## config.mk

```make
export PLATFORM = sky130hd
export DESIGN_NAME = button_event_queue
export DESIGN_NICKNAME = d
export VERILOG_FILES = /design/src/rtl/controller_pkg.sv /design/src/rtl/sync_fifo.sv /design/src/rtl/button_event_queue.sv
export SDC_FILE = /design/constraint.sdc
export NUM_CORES = 1
export LEC_CHECK = 0
export CORE_AREA = 2 2 77 98
export DETAILED_ROUTE_END_ITERATION = 6
export DIE_AREA = 0 0 79 100
export HOLD_SLACK_MARGIN = 0.08
export PLACE_DENSITY_LB_ADDON = 0.05
export SLEW_MARGIN = 20
export SYNTH_ARGS = -nofsm -noshare
export SYNTH_HDL_FRONTEND = slang
export SYNTH_SLANG_ARGS = --single-unit
```

## constraint.sdc

```tcl
create_clock -name clk -period 5.9 [get_ports clk]
set_clock_uncertainty 0.05 [all_clocks]
set_input_delay 1.77 -clock clk [delete_from_list [all_inputs] [get_ports clk]]
set_output_delay 1.77 -clock clk [all_outputs]
set_load 0.01 [all_outputs]
```

## src/rtl/controller_pkg.sv

```systemverilog
`default_nettype none
// ============================================================================
//  Module   : controller_pkg
//  Brief    : Shared button constants, event record type and encoder helper.
//  Revision : 1.0 - initial release
// ============================================================================
package controller_pkg;

  localparam int NUM_BUTTONS = 8;
  localparam logic [NUM_BUTTONS-1:0] BTN_RELEASED = 8'hFF;

  typedef struct packed {
    logic       rpt;
    logic       pressed;
    logic [2:0] idx;
  } btn_evt_t;

  // Lowest set bit wins so simultaneous changes drain in index order.
  function automatic logic [2:0] lowest_set_idx(input logic [NUM_BUTTONS-1:0] vec);
    lowest_set_idx = 3'd0;
    for (int i = NUM_BUTTONS - 1; i >= 0; i--) begin
      if (vec[i]) lowest_set_idx = 3'(i);
    end
  endfunction

endpackage
`default_nettype wire

```

## src/rtl/sync_fifo.sv

```systemverilog
`default_nettype none
// ============================================================================
//  Module   : sync_fifo
//  Brief    : Single-clock first-word-fall-through FIFO with occupancy count.
//  Revision : 1.0 - initial release
// ============================================================================
module sync_fifo #(
  parameter int WIDTH = 5,
  parameter int DEPTH = 8
) (
  input  logic                     clk,
  input  logic                     rst,
  input  logic                     i_push,
  input  logic [WIDTH-1:0]         i_data,
  input  logic                     i_pop,
  output logic [WIDTH-1:0]         o_data,
  output logic                     o_full,
  output logic                     o_empty,
  output logic [$clog2(DEPTH):0]   o_count
);

  localparam int c_AW = $clog2(DEPTH);

  logic [WIDTH-1:0] r_mem [DEPTH];
  logic [c_AW-1:0]  r_wr_ptr;
  logic [c_AW-1:0]  r_rd_ptr;
  logic [c_AW:0]    r_count;
  logic             w_full;
  logic             w_empty;
  logic             w_do_push;
  logic             w_do_pop;

  assign w_full    = (r_count == (c_AW + 1)'(DEPTH));
  assign w_empty   = (r_count == '0);
  assign w_do_push = i_push && !w_full;
  assign w_do_pop  = i_pop && !w_empty;

  // Power-of-two depth lets the pointers wrap by plain overflow.
  always_ff @(posedge clk) begin
    if (rst) begin
      r_wr_ptr <= '0;
      r_rd_ptr <= '0;
      r_count  <= '0;
    end else begin
      if (w_do_push) r_wr_ptr <= r_wr_ptr + 1'b1;
      if (w_do_pop)  r_rd_ptr <= r_rd_ptr + 1'b1;
      case ({w_do_push, w_do_pop})
        2'b10:   r_count <= r_count + 1'b1;
        2'b01:   r_count <= r_count - 1'b1;
        default: r_count <= r_count;
      endcase
    end
  end

  always_ff @(posedge clk) begin
    if (w_do_push) r_mem[r_wr_ptr] <= i_data;
  end

  assign o_data  = w_empty ? '0 : r_mem[r_rd_ptr];
  assign o_full  = w_full;
  assign o_empty = w_empty;
  assign o_count = r_count;

endmodule
`default_nettype wire

```

## src/rtl/button_event_queue.sv

```systemverilog
`default_nettype none
// ============================================================================
//  Module   : button_event_queue
//  Brief    : Turns sampled active-low button levels into an ordered stream
//             of press/release events queued behind a valid/ready pop port.
//             Define BUTTON_AUTOREPEAT_EN to add held-button repeat events.
//  Revision : 1.0 - initial release
// ============================================================================
module button_event_queue
  import controller_pkg::*;
#(
  parameter int DEPTH         = 8,
  parameter int CNT_BITS      = 25,
  parameter int REPEAT_DELAY  = 25000000,
  parameter int REPEAT_PERIOD = 5000000
) (
  input  logic                     clk,
  input  logic                     rst,
  input  logic [NUM_BUTTONS-1:0]   buttons,
  input  logic                     evt_ready,
  output logic                     evt_valid,
  output logic [4:0]               evt_data,
  output logic [$clog2(DEPTH):0]   evt_count,
  output logic [NUM_BUTTONS-1:0]   held,
  output logic                     stall
);

  localparam bit c_CFG_OK = (DEPTH >= 2) && ((DEPTH & (DEPTH - 1)) == 0) &&
                            (CNT_BITS > 0) && (CNT_BITS <= 32) &&
                            (REPEAT_DELAY > 0) && (REPEAT_PERIOD > 0);

  if (!c_CFG_OK) begin : g_cfg_check
    $error("button_event_queue: illegal parameter combination");
  end

  logic [NUM_BUTTONS-1:0] r_btn_q;
  logic [NUM_BUTTONS-1:0] r_reported;
  logic [NUM_BUTTONS-1:0] w_diff;
  logic [2:0]             w_idx;
  logic                   w_full;
  logic                   w_empty;
  logic                   w_diff_push;
  logic                   w_rpt_push;
  logic                   w_push;
  btn_evt_t               w_diff_evt;
  btn_evt_t               w_rpt_evt;
  btn_evt_t               w_push_evt;
  logic [4:0]             w_fifo_data;

  assign w_diff      = r_btn_q ^ r_reported;
  assign w_idx       = lowest_set_idx(w_diff);
  assign w_diff_push = (w_diff != '0) && !w_full;

  always_comb begin
    w_diff_evt         = '0;
    w_diff_evt.pressed = ~r_btn_q[w_idx];
    w_diff_evt.idx     = w_idx;
  end

  always_ff @(posedge clk) begin
    if (rst) begin
      r_btn_q    <= BTN_RELEASED;
      r_reported <= BTN_RELEASED;
    end else begin
      r_btn_q <= buttons;
      if (w_diff_push) r_reported[w_idx] <= r_btn_q[w_idx];
    end
  end

`ifdef BUTTON_AUTOREPEAT_EN
  // Loads are one less than the interval so repeats land exactly
  // REPEAT_DELAY / REPEAT_PERIOD cycles apart.
  localparam logic [CNT_BITS-1:0] c_DELAY_LOAD  = CNT_BITS'(REPEAT_DELAY - 1);
  localparam logic [CNT_BITS-1:0] c_PERIOD_LOAD = CNT_BITS'(REPEAT_PERIOD - 1);

  logic [CNT_BITS-1:0] r_rpt_cnt;
  logic                r_rpt_vld;
  logic [2:0]          r_rpt_tgt;
  logic                w_rpt_due;

  assign w_rpt_due  = r_rpt_vld && !r_reported[r_rpt_tgt] && (r_rpt_cnt == '0);
  assign w_rpt_push = w_rpt_due && !w_diff_push && !w_full;

  always_ff @(posedge clk) begin
    if (rst) begin
      r_rpt_cnt <= '0;
      r_rpt_vld <= 1'b0;
      r_rpt_tgt <= '0;
    end else if (w_diff_push && w_diff_evt.pressed) begin
      r_rpt_tgt <= w_idx;
      r_rpt_vld <= 1'b1;
      r_rpt_cnt <= c_DELAY_LOAD;
    end else begin
      if (w_diff_push && (w_idx == r_rpt_tgt)) r_rpt_vld <= 1'b0;
      if (r_rpt_vld && !r_reported[r_rpt_tgt]) begin
        if (r_rpt_cnt != '0)  r_rpt_cnt <= r_rpt_cnt - 1'b1;
        else if (w_rpt_push)  r_rpt_cnt <= c_PERIOD_LOAD;
      end
    end
  end

  always_comb begin
    w_rpt_evt         = '0;
    w_rpt_evt.rpt     = 1'b1;
    w_rpt_evt.pressed = 1'b1;
    w_rpt_evt.idx     = r_rpt_tgt;
  end
`else
  assign w_rpt_push = 1'b0;
  assign w_rpt_evt  = '0;
`endif

  assign w_push     = w_diff_push || w_rpt_push;
  assign w_push_evt = w_diff_push ? w_diff_evt : w_rpt_evt;

  sync_fifo #(
    .WIDTH (5),
    .DEPTH (DEPTH)
  ) u_fifo (
    .clk     (clk),
    .rst     (rst),
    .i_push  (w_push),
    .i_data  (w_push_evt),
    .i_pop   (evt_ready),
    .o_data  (w_fifo_data),
    .o_full  (w_full),
    .o_empty (w_empty),
    .o_count (evt_count)
  );

  assign evt_valid = !w_empty;
  assign evt_data  = w_fifo_data;
  assign held      = ~r_reported;
  assign stall     = (w_diff != '0) && w_full;

endmodule
`default_nettype wire
```

==> results.sh, run 1 <==
export IMPL_status="complete, no violations"
export IMPL_synth_distinct_cells=46
export IMPL_syn_area_per_cell_um2=11.85
export IMPL_max_freq_ghz=0.2430
export IMPL_io_pins=30
export IMPL_grt_pass1_wl_um=8921
export IMPL_path_clk_slew_ns=0.08
export IMPL_area_growth_pct=20.57
export IMPL_grt_ovfl_total=0
export IMPL_yosysTopAreaCell="edfxtp_1"
export IMPL_drc_errors=0
export IMPL_fin_crit_ns=4.115
export IMPL_setup_viol=0
export IMPL_die_area_um2=7900
export IMPL_synth_simple_area_share_pct=14.26
export IMPL_seq_area_frac_synth_pct=56.31
export IMPL_die_height_um=100
export IMPL_post_cts_resized=0
export IMPL_synth_edff_count=32
export IMPL_avgRoutedWirePerCell_um=14.72
export IMPL_setup_ws_ns=1.785
export IMPL_synth_cells=231
export IMPL_path_cells="mux4_2 > mux2i_1 > nor2_1 > clkdlybuf4s50_1"
export IMPL_coreArea_um2=7094
export IMPL_mostFrequentLayoutCell="edfxtp_1"
export IMPL_seq_area_um2=1541
export IMPL_maxSlewHeadroom_pct=35.73
export IMPL_cts_hold_fix_buffers=0
export IMPL_antenna_found_initial=0
export IMPL_num_fill_cells=701
export IMPL_netlist_area_leader_share_pct=35.10
export IMPL_ys_flop_type="edfxtp_1"
export IMPL_powerDensity_nw_per_um2=469.6
export IMPL_synthXorXnorAreaFrac_pct=5.119
export IMPL_drt_pre_antenna_iters=4
export IMPL_port_buffers=28
export IMPL_grt_max_degree=28
export IMPL_end_kind="primary output"
export IMPL_final_cell_mix="edfxtp_1, nor2_1, dfxtp_1, clkdlybuf4s50_1, nand2_1"
export IMPL_muxShareOfSynthArea_pct=10.74
export IMPL_initial_core_util_pct=38.59
export IMPL_htree_num_levels=3
export IMPL_crit_type="reg2out"
export IMPL_crit_arrival_ns=2.29
export IMPL_worstPathRequired_ns=4.08
export IMPL_dieWidth_um=79
export IMPL_drive_above_1_share_pct=15.30
export IMPL_async_flop_share_pct=0
export IMPL_clock_sinks=61
export IMPL_hold_path_class="reg2reg"
export IMPL_setup_tns_ns=0
export IMPL_synth_compound_area_share_pct=6.993
export IMPL_cts_tree="done"
export IMPL_grt_pass1_vias=1795
export IMPL_min_period_over_period_pct=69.74
export IMPL_via_count=1711
export IMPL_cpMaxStageDelayCell="dfxtp_1"
export IMPL_rsz0062_at_grt="no"
export IMPL_tightest_slew_ns=0.9552
export IMPL_cts_buffers_inserted=9
export IMPL_synth_fa_ha_area_share_pct=3.016
export IMPL_dp_hpwl_um=3836
export IMPL_ys_top_cells_by_area="edfxtp_1, dfxtp_1, mux4_2"
export IMPL_ir_drop_uv=160.7
export IMPL_synth_top_family_by_area="simple AND/OR/NAND/NOR gates"
export IMPL_post_cts_setup_buffers=0
export IMPL_worst_path_max_fanout=8
export IMPL_synth_seq_cells=61
export IMPL_worst_skew_pair_late_latency_ns=0.34
export IMPL_wl_um=5298
export IMPL_ant_nets=0
export IMPL_clock_path_buffers=2
export IMPL_hold_violations=0
export IMPL_nets=280
export IMPL_slew_viol_final=0
export IMPL_grt_use_total_pct=15.07
export IMPL_viasPerCell=4.753
export IMPL_max_stage_delay_ns=0.65
export IMPL_gp_congestion=0.7555
export IMPL_cellLeakagePower_nw=1.264
export IMPL_start_kind="register"
export IMPL_cts_root_buf="clkbuf_8"
export IMPL_antenna_cells=0
export IMPL_rows=35
export IMPL_synth_area_um2=2738
export IMPL_whs_ns=0.4524
export IMPL_yosys_warnings=0
export IMPL_multiInputGateArea_um2=1102
export IMPL_drv_cap=0
export IMPL_drt_iter0_drc=91
export IMPL_syn_nets=248
export IMPL_place_ws_ns=2.019
-- metal layers --
layer | up-vias | wire length (µm) | track usage [%]
met4 | 0 | 98 | 6.631
met3 | 8 | 201 | 4.406
li1 | 876 | - | -
met2 | 33 | 2760 | 26.27
met1 | 794 | 2237 | 17.02
met5 | - | 0 | 0
-- cell type report --
type	count	share of cell area, %
Clock inverter	6	2.047
Tap cell	92	3.487
Clock buffer	10	4.170
Sequential cell	61	46.70
Timing Repair Buffer	28	8.491
Inverter	15	1.706
Multi-Input combinational cell	148	33.40
-- logic make-up after synthesis --
| logic type | count (synthesis) |
|---|---|
| buf+inv | 22 |
| other cells | 1 |
| flops | 61 |
| mux | 19 |
| xor+xnor | 16 |
| simple gates | 80 |
| compound gates | 26 |
| fa+ha+maj | 6 |
-- synth_stat cells (all sizes together) (2+ instances only) --
library cell  count
buf               2
mux2i            11
nand2b           10
o21ai             2
ha                5
and2              2
nor4              2
dfxtp            29
nor2             29
xnor2             6
nor3              6
clkbuf            5
inv              15
xor2             10
edfxtp           32
or2              10
a211oi            4
nand2            15
mux4              8
o21bai            2
a21oi             8
-- power breakdown --
group | switching (mW) | internal (mW) | total, mW
Clock | 0.177 | 0.210 | 0.386
Combinational | 0.279 | 0.251 | 0.530
Sequential | 0.0671 | 0.567 | 0.634
Total | 0.523 | 1.03 | 1.55
-- critical path, delay by kind of cell (launching register included) --
family	cells	cell delay (ns)
buffers and inverters	1	0.51
flip-flops	1	0.65
multiplexers	2	0.73
AND/OR/NAND/NOR	1	0.05
-- registers in the layout (all words and copies together) (netlist names), named ones only --
| name | flops |
|---|---|
| u_fifo.r_rd_ptr | 3 |
| u_fifo.o_count | 4 |
| u_fifo.r_wr_ptr | 3 |
| r_btn_q | 8 |
| u_fifo.r_mem | 32 |
| r_reported | 8 |
-- final timing paths --
| kind | startpoint | slack [ns] | end | cells past startpoint |
|---|---|---|---|---|
| hold / removal | u_fifo.r_rd_ptr[1] | 0.45 | register | 2 |
| hold reg to reg | u_fifo.r_rd_ptr[1] | 0.45 | register | 2 |
| setup reg to reg | u_fifo.o_count[0] | 2.79 | u_fifo.o_count[3] | 11 |
| setup / recovery | register | 1.79 | evt_data[0] | 4 |
-- metrics by stage --
step                      power, mW  instances  utilization, %  cell area (µm²)
final                         1.550        360           46.53             3301
after global routing          1.657        360           46.53             3301
after CTS                     1.575        360           46.53             3301
after detailed placement      1.184        344           43.63             3095
after global placement        1.180        344           43.63             3095
after floorplan              0.9904        231               -             2738
No activity file was read; power rests on OpenSTA's default activity.
==> run 2: changes to the inputs <==
- clock period: 5.9 -> 4.1 ns (I/O delays scaled with it)
==> run 2 against run 1 <==
Net effect:
- routed wire length down 1.8%
- worst hold slack worse by 0.0062 ns
- sequential share of layout area is 0.27 points higher
- global-route usage shrank 0.55 points
- power grew 40%
- via count increased by 1.2%
- final cell count up 0.28%
- clock power rose by 24%
- setup slack lost 1.2 ns
- sequential cell count stayed put
- critical path type unchanged
==> results.sh, run 2 (synthesized netlist as in run 1, its figures left out) <==
export IMPL_max_freq_ghz=0.2846
export IMPL_grt_use_total_pct=14.53
export IMPL_rsz0062_at_grt="no"
export IMPL_initial_core_util_pct=38.59
export IMPL_worst_path_max_fanout=8
export IMPL_grt_max_degree=28
export IMPL_die_area_um2=7900
export IMPL_cts_root_buf="clkbuf_8"
export IMPL_die_height_um=100
export IMPL_regMostFlops="u_fifo.r_mem"
export IMPL_worstPathRequired_ns=2.82
export IMPL_avgRoutedWirePerCell_um=14.41
export IMPL_drive_above_1_share_pct=14.87
export IMPL_path_clk_slew_ns=0.07
export IMPL_hold_path_class="reg2reg"
export IMPL_cts_buffers_inserted=9
export IMPL_final_cell_mix="edfxtp_1, nor2_1, dfxtp_1, clkdlybuf4s50_1, nand2_1"
export IMPL_powerDensity_nw_per_um2=660.8
export IMPL_drc_errors=0
export IMPL_reg_top3="u_fifo.r_mem x32, r_btn_q x8, r_reported x8"
export IMPL_dieWidth_um=79
export IMPL_fin_crit_ns=3.513
export IMPL_end_kind="primary output"
export IMPL_mostFrequentLayoutCell="edfxtp_1"
export IMPL_grt_ovfl_total=0
export IMPL_post_cts_resized=0
export IMPL_met2_length_um=2701
export IMPL_antenna_found_initial=0
export IMPL_dp_hpwl_um=3800
export IMPL_regToRegSetupSlack_ns=1.04
export IMPL_slew_viol_final=0
export IMPL_via_count=1731
export IMPL_cts_tree="done"
export IMPL_crit_arrival_ns=2.23
export IMPL_start_kind="register"
export IMPL_ant_nets=0
export IMPL_min_period_over_period_pct=85.69
export IMPL_setup_ws_ns=0.5867
export IMPL_maxSlewHeadroom_pct=40.59
export IMPL_antenna_cells=0
export IMPL_dpl_cell_area_um2=3103
export IMPL_drt_pre_antenna_iters=4
export IMPL_drt_iter0_drc=124
export IMPL_fin_util_pct=46.26
export IMPL_ir_drop_uv=237.9
export IMPL_grt_pass1_wl_um=8625
export IMPL_largest_reg_flops=32
export IMPL_status="complete, no violations"
export IMPL_rows=35
export IMPL_port_buffers=28
export IMPL_gp_congestion=0.7146
export IMPL_area_growth_pct=19.88
export IMPL_cts_hold_fix_buffers=0
export IMPL_crit_type="reg2out"
export IMPL_grt_pass1_vias=1771
export IMPL_clock_sinks=61
export IMPL_wl_met3_um=155
export IMPL_clock_path_buffers=2
export IMPL_nets=281
export IMPL_worst_skew_pair_late_latency_ns=0.34
export IMPL_coreArea_um2=7094
export IMPL_highest_layer="met4"
export IMPL_met1_length_um=2256
export IMPL_cellLeakagePower_nw=1.251
export IMPL_drv_cap=0
export IMPL_setup_viol=0
export IMPL_hold_violations=0
export IMPL_tightest_slew_ns=0.8884
export IMPL_place_ws_ns=0.7615
export IMPL_htree_num_levels=3
export IMPL_io_pins=30
export IMPL_setup_tns_ns=0
export IMPL_finalInstanceArea_um2=3282
export IMPL_wl_um=5201
export IMPL_viasPerCell=4.795
export IMPL_post_cts_setup_buffers=0
[run 2: final cells by class]
type / instances / area, µm²
sequential: 61 / 1541
inverter: 15 / 56.30
fill: 712 / 3812
multi-input combinational: 148 / 1102
clock inverter: 4 / 23.77
timing repair buffer: 29 / 287.8
clock buffer: 12 / 155.1
tap: 92 / 115.1
[run 2: worst max-delay path: stages (launching register included)]
cell and delay [ns]:
dfxtp_1 0.64, mux4_2 0.59, mux2i_1 0.15, nor2_1 0.05
clkdlybuf4s50_1 0.47
[run 2: per-layer routing]
layer  global-route usage, %  vias to the layer above
li1                        -                      877
met1                   16.57                      811
met2                   25.68                       34
met3                   3.507                        9
met4                   6.366                        0
met5                       0                        -
[run 2: final timing paths]
| kind | cells after the start | startpoint | endpoint |
|---|---|---|---|
| min reg2reg | 2 | u_fifo.r_rd_ptr[1] | u_fifo.r_rd_ptr[1] |
| min | 2 | u_fifo.r_rd_ptr[1] | u_fifo.r_rd_ptr[1] |
| max | 4 | register | evt_data[0] |
| max reg2reg | 12 | r_btn_q[0] | u_fifo.o_count[3] |
[run 2: metrics by stage]
stage | hold slack (ns) | instances | power [mW]
2_1_floorplan | 0.4041 | 231 | 1.425
5_1_grt | 0.4952 | 361 | 2.314
6_report | 0.4462 | 361 | 2.169
3_5_place_dp | 0.4397 | 345 | 1.714
3_3_place_gp | 0.4392 | 345 | 1.711
4_1_cts | 0.4491 | 361 | 2.191
[run 2: report_power, final]
group	internal, mW	leakage, nW	total, mW	switching [mW]
Combinational	0.371	0.628	0.774	0.403
Sequential	0.817	0.537	0.916	0.0995
Clock	0.249	0.0860	0.479	0.229
Total	1.44	1.25	2.17	0.732
==> run 3: changes to the inputs <==
- CORE_AREA: 2 2 77 98 -> 2 2 66 84
- DIE_AREA: 0 0 79 100 -> 0 0 68 86
- SETUP_SLACK_MARGIN: unset -> 0.5
==> run 3 against run 2 <==
Net effect:
- setup slack improved by 0.13 ns
- first-iteration DRC count fell by 37%
- combinational power fell by 2.8%
- maximum frequency rose by 3.9%
- largest cell class unchanged
==> results.sh, run 3 (synthesized netlist as in run 1, its figures left out) <==
export IMPL_place_ws_ns=0.7414
export IMPL_multiInputGateArea_um2=1102
export IMPL_cts_root_buf="clkbuf_8"
export IMPL_rows=29
export IMPL_final_cell_mix="edfxtp_1, nor2_1, dfxtp_1, clkdlybuf4s50_1, nand2_1"
export IMPL_grt_ovfl_total=0
export IMPL_dp_cells=315
export IMPL_die_height_um=86
export IMPL_setup_viol=0
export IMPL_ir_drop_uv=328.5
export IMPL_dp_hpwl_um=3380
export IMPL_via_count=1733
export IMPL_avgRoutedWirePerCell_um=14.05
export IMPL_grt_max_degree=28
export IMPL_drc_errors=0
export IMPL_hold_path_class="reg2reg"
export IMPL_dieWidth_um=68
export IMPL_status="complete, no violations"
export IMPL_seq_area_um2=1543
export IMPL_post_cts_setup_buffers=0
export IMPL_antenna_found_initial=0
export IMPL_setup_tns_ns=0
export IMPL_tightest_slew_ns=0.9003
export IMPL_die_area_um2=5848
export IMPL_path_clk_slew_ns=0.06
export IMPL_intPower_mw=1.545
export IMPL_p_switching_mw=0.7011
export IMPL_gp_congestion=0.8552
export IMPL_drt_iter0_drc=78
export IMPL_worst_skew_pair_late_latency_ns=0.34
export IMPL_cts_hold_fix_buffers=0
export IMPL_crit_arrival_ns=2.10
export IMPL_setup_ws_ns=0.7178
export IMPL_antenna_cells=0
export IMPL_start_kind="register"
export IMPL_crit_type="reg2out"
export IMPL_grt_pass1_wl_um=7852
export IMPL_slew_viol_final=0
export IMPL_fin_crit_ns=3.382
export IMPL_final_cell_count_no_fill=331
export IMPL_worst_path_max_fanout=6
export IMPL_ant_nets=0
export IMPL_hold_violations=0
export IMPL_clock_sinks=61
export IMPL_drt_pre_antenna_iters=4
export IMPL_grt_use_total_pct=18.81
export IMPL_end_kind="primary output"
export IMPL_mostFrequentLayoutCell="edfxtp_1"
export IMPL_worstPathRequired_ns=2.82
export IMPL_reg_top3="u_fifo.r_mem x32, r_btn_q x8, r_reported x8"
export IMPL_num_fill_cells=406
export IMPL_area_growth_pct=19.93
export IMPL_cts_buffers_inserted=9
export IMPL_p_clk_share_pct=26.0
export IMPL_max_freq_ghz=0.2957
export IMPL_cellLeakagePower_nw=1.269
export IMPL_grt_pass1_vias=1670
export IMPL_io_pins=30
export IMPL_regMostFlops="u_fifo.r_mem"
export IMPL_maxSlewHeadroom_pct=39.43
export IMPL_min_period_over_period_pct=82.49
export IMPL_rsz0062_at_grt="no"
export IMPL_seqPwrFrac_pct=40.6
export IMPL_clock_path_buffers=2
export IMPL_powerDensity_nw_per_um2=684.1
export IMPL_viasPerCell=5.236
export IMPL_pwr_share_comb_pct=33.5
export IMPL_p_sw_share_pct=31.21
export IMPL_port_buffers=28
export IMPL_largest_reg_flops=32
export IMPL_fin_util_pct=65.57
export IMPL_wl_um=4651
export IMPL_htree_num_levels=3
export IMPL_coreArea_um2=5007
export IMPL_initial_core_util_pct=54.67
export IMPL_drive_above_1_share_pct=14.87
export IMPL_cts_tree="done"
export IMPL_nets=281
export IMPL_drv_cap=0
==> run 3: cell count changes in the layout (fill, tap and decap cells not counted), sizes merged <==
cell      change
clkinvlp      -1
clkinv        -1
bufinv        +2
==> run 3: area by class of cell <==
class                           count  share of cell area, %
Multi-Input combinational cell    148                  33.57
Inverter                           15                  1.715
Clock buffer                       12                  4.421
Tap cell                           62                  2.363
Clock inverter                      4                  2.172
Timing Repair Buffer               29                  8.765
Sequential cell                    61                  46.99
==> run 3: repair_timing <==
item,CTS,global route
endpoints found under the hold margin,0,0
endpoints found under the setup margin,0,4
gates resized for setup,0,1
==> run 3: final timing paths <==
check | start | to | slack [ns] | cells past startpoint
max | r_reported[0] | stall | 0.72 | 5
min | u_fifo.r_rd_ptr[1] | register | 0.43 | 2
max reg2reg | r_reported[0] | u_fifo.o_count[3] | 1.03 | 12
min reg2reg | u_fifo.r_rd_ptr[1] | register | 0.43 | 2
==> run 3: power by group through the flow <==
stage	Combinational, mW	Sequential [mW]	Clock (mW)
after detailed placement	0.760	0.928	0
after floorplan	0.538	0.887	0
final	0.752	0.912	0.583
after global placement	0.755	0.924	0
after global routing	0.844	0.934	0.611
after CTS	0.763	0.915	0.594
==> run 3: per-layer routing <==
metal  routed length [µm]  global-route usage, %  vias up
met1                 1927                  22.36      808
met2                 2404                  30.27       37
met4                  110                  10.55        0
met3                  209                  4.987        9
met5                    0                      0        -
li1                     -                      -      879
==> run 3: through the flow <==
step	instance area [µm²]	total power, mW	hold slack [ns]
after CTS	3282	2.272	0.4338
after detailed placement	3065	1.688	0.4248
after floorplan	2738	1.425	0.4041
after global routing	3283	2.389	0.4671
after global placement	3065	1.679	0.4299
final	3283	2.246	0.4319
==> run 3: critical path, cell delays in order (launching register included) <==
cell             delay (ns)
dfxtp_1                0.35
xnor2_1                0.34
nor2b_2                0.30
and2_4                 0.21
a21oi_1                0.08
clkdlybuf4s50_1        0.49
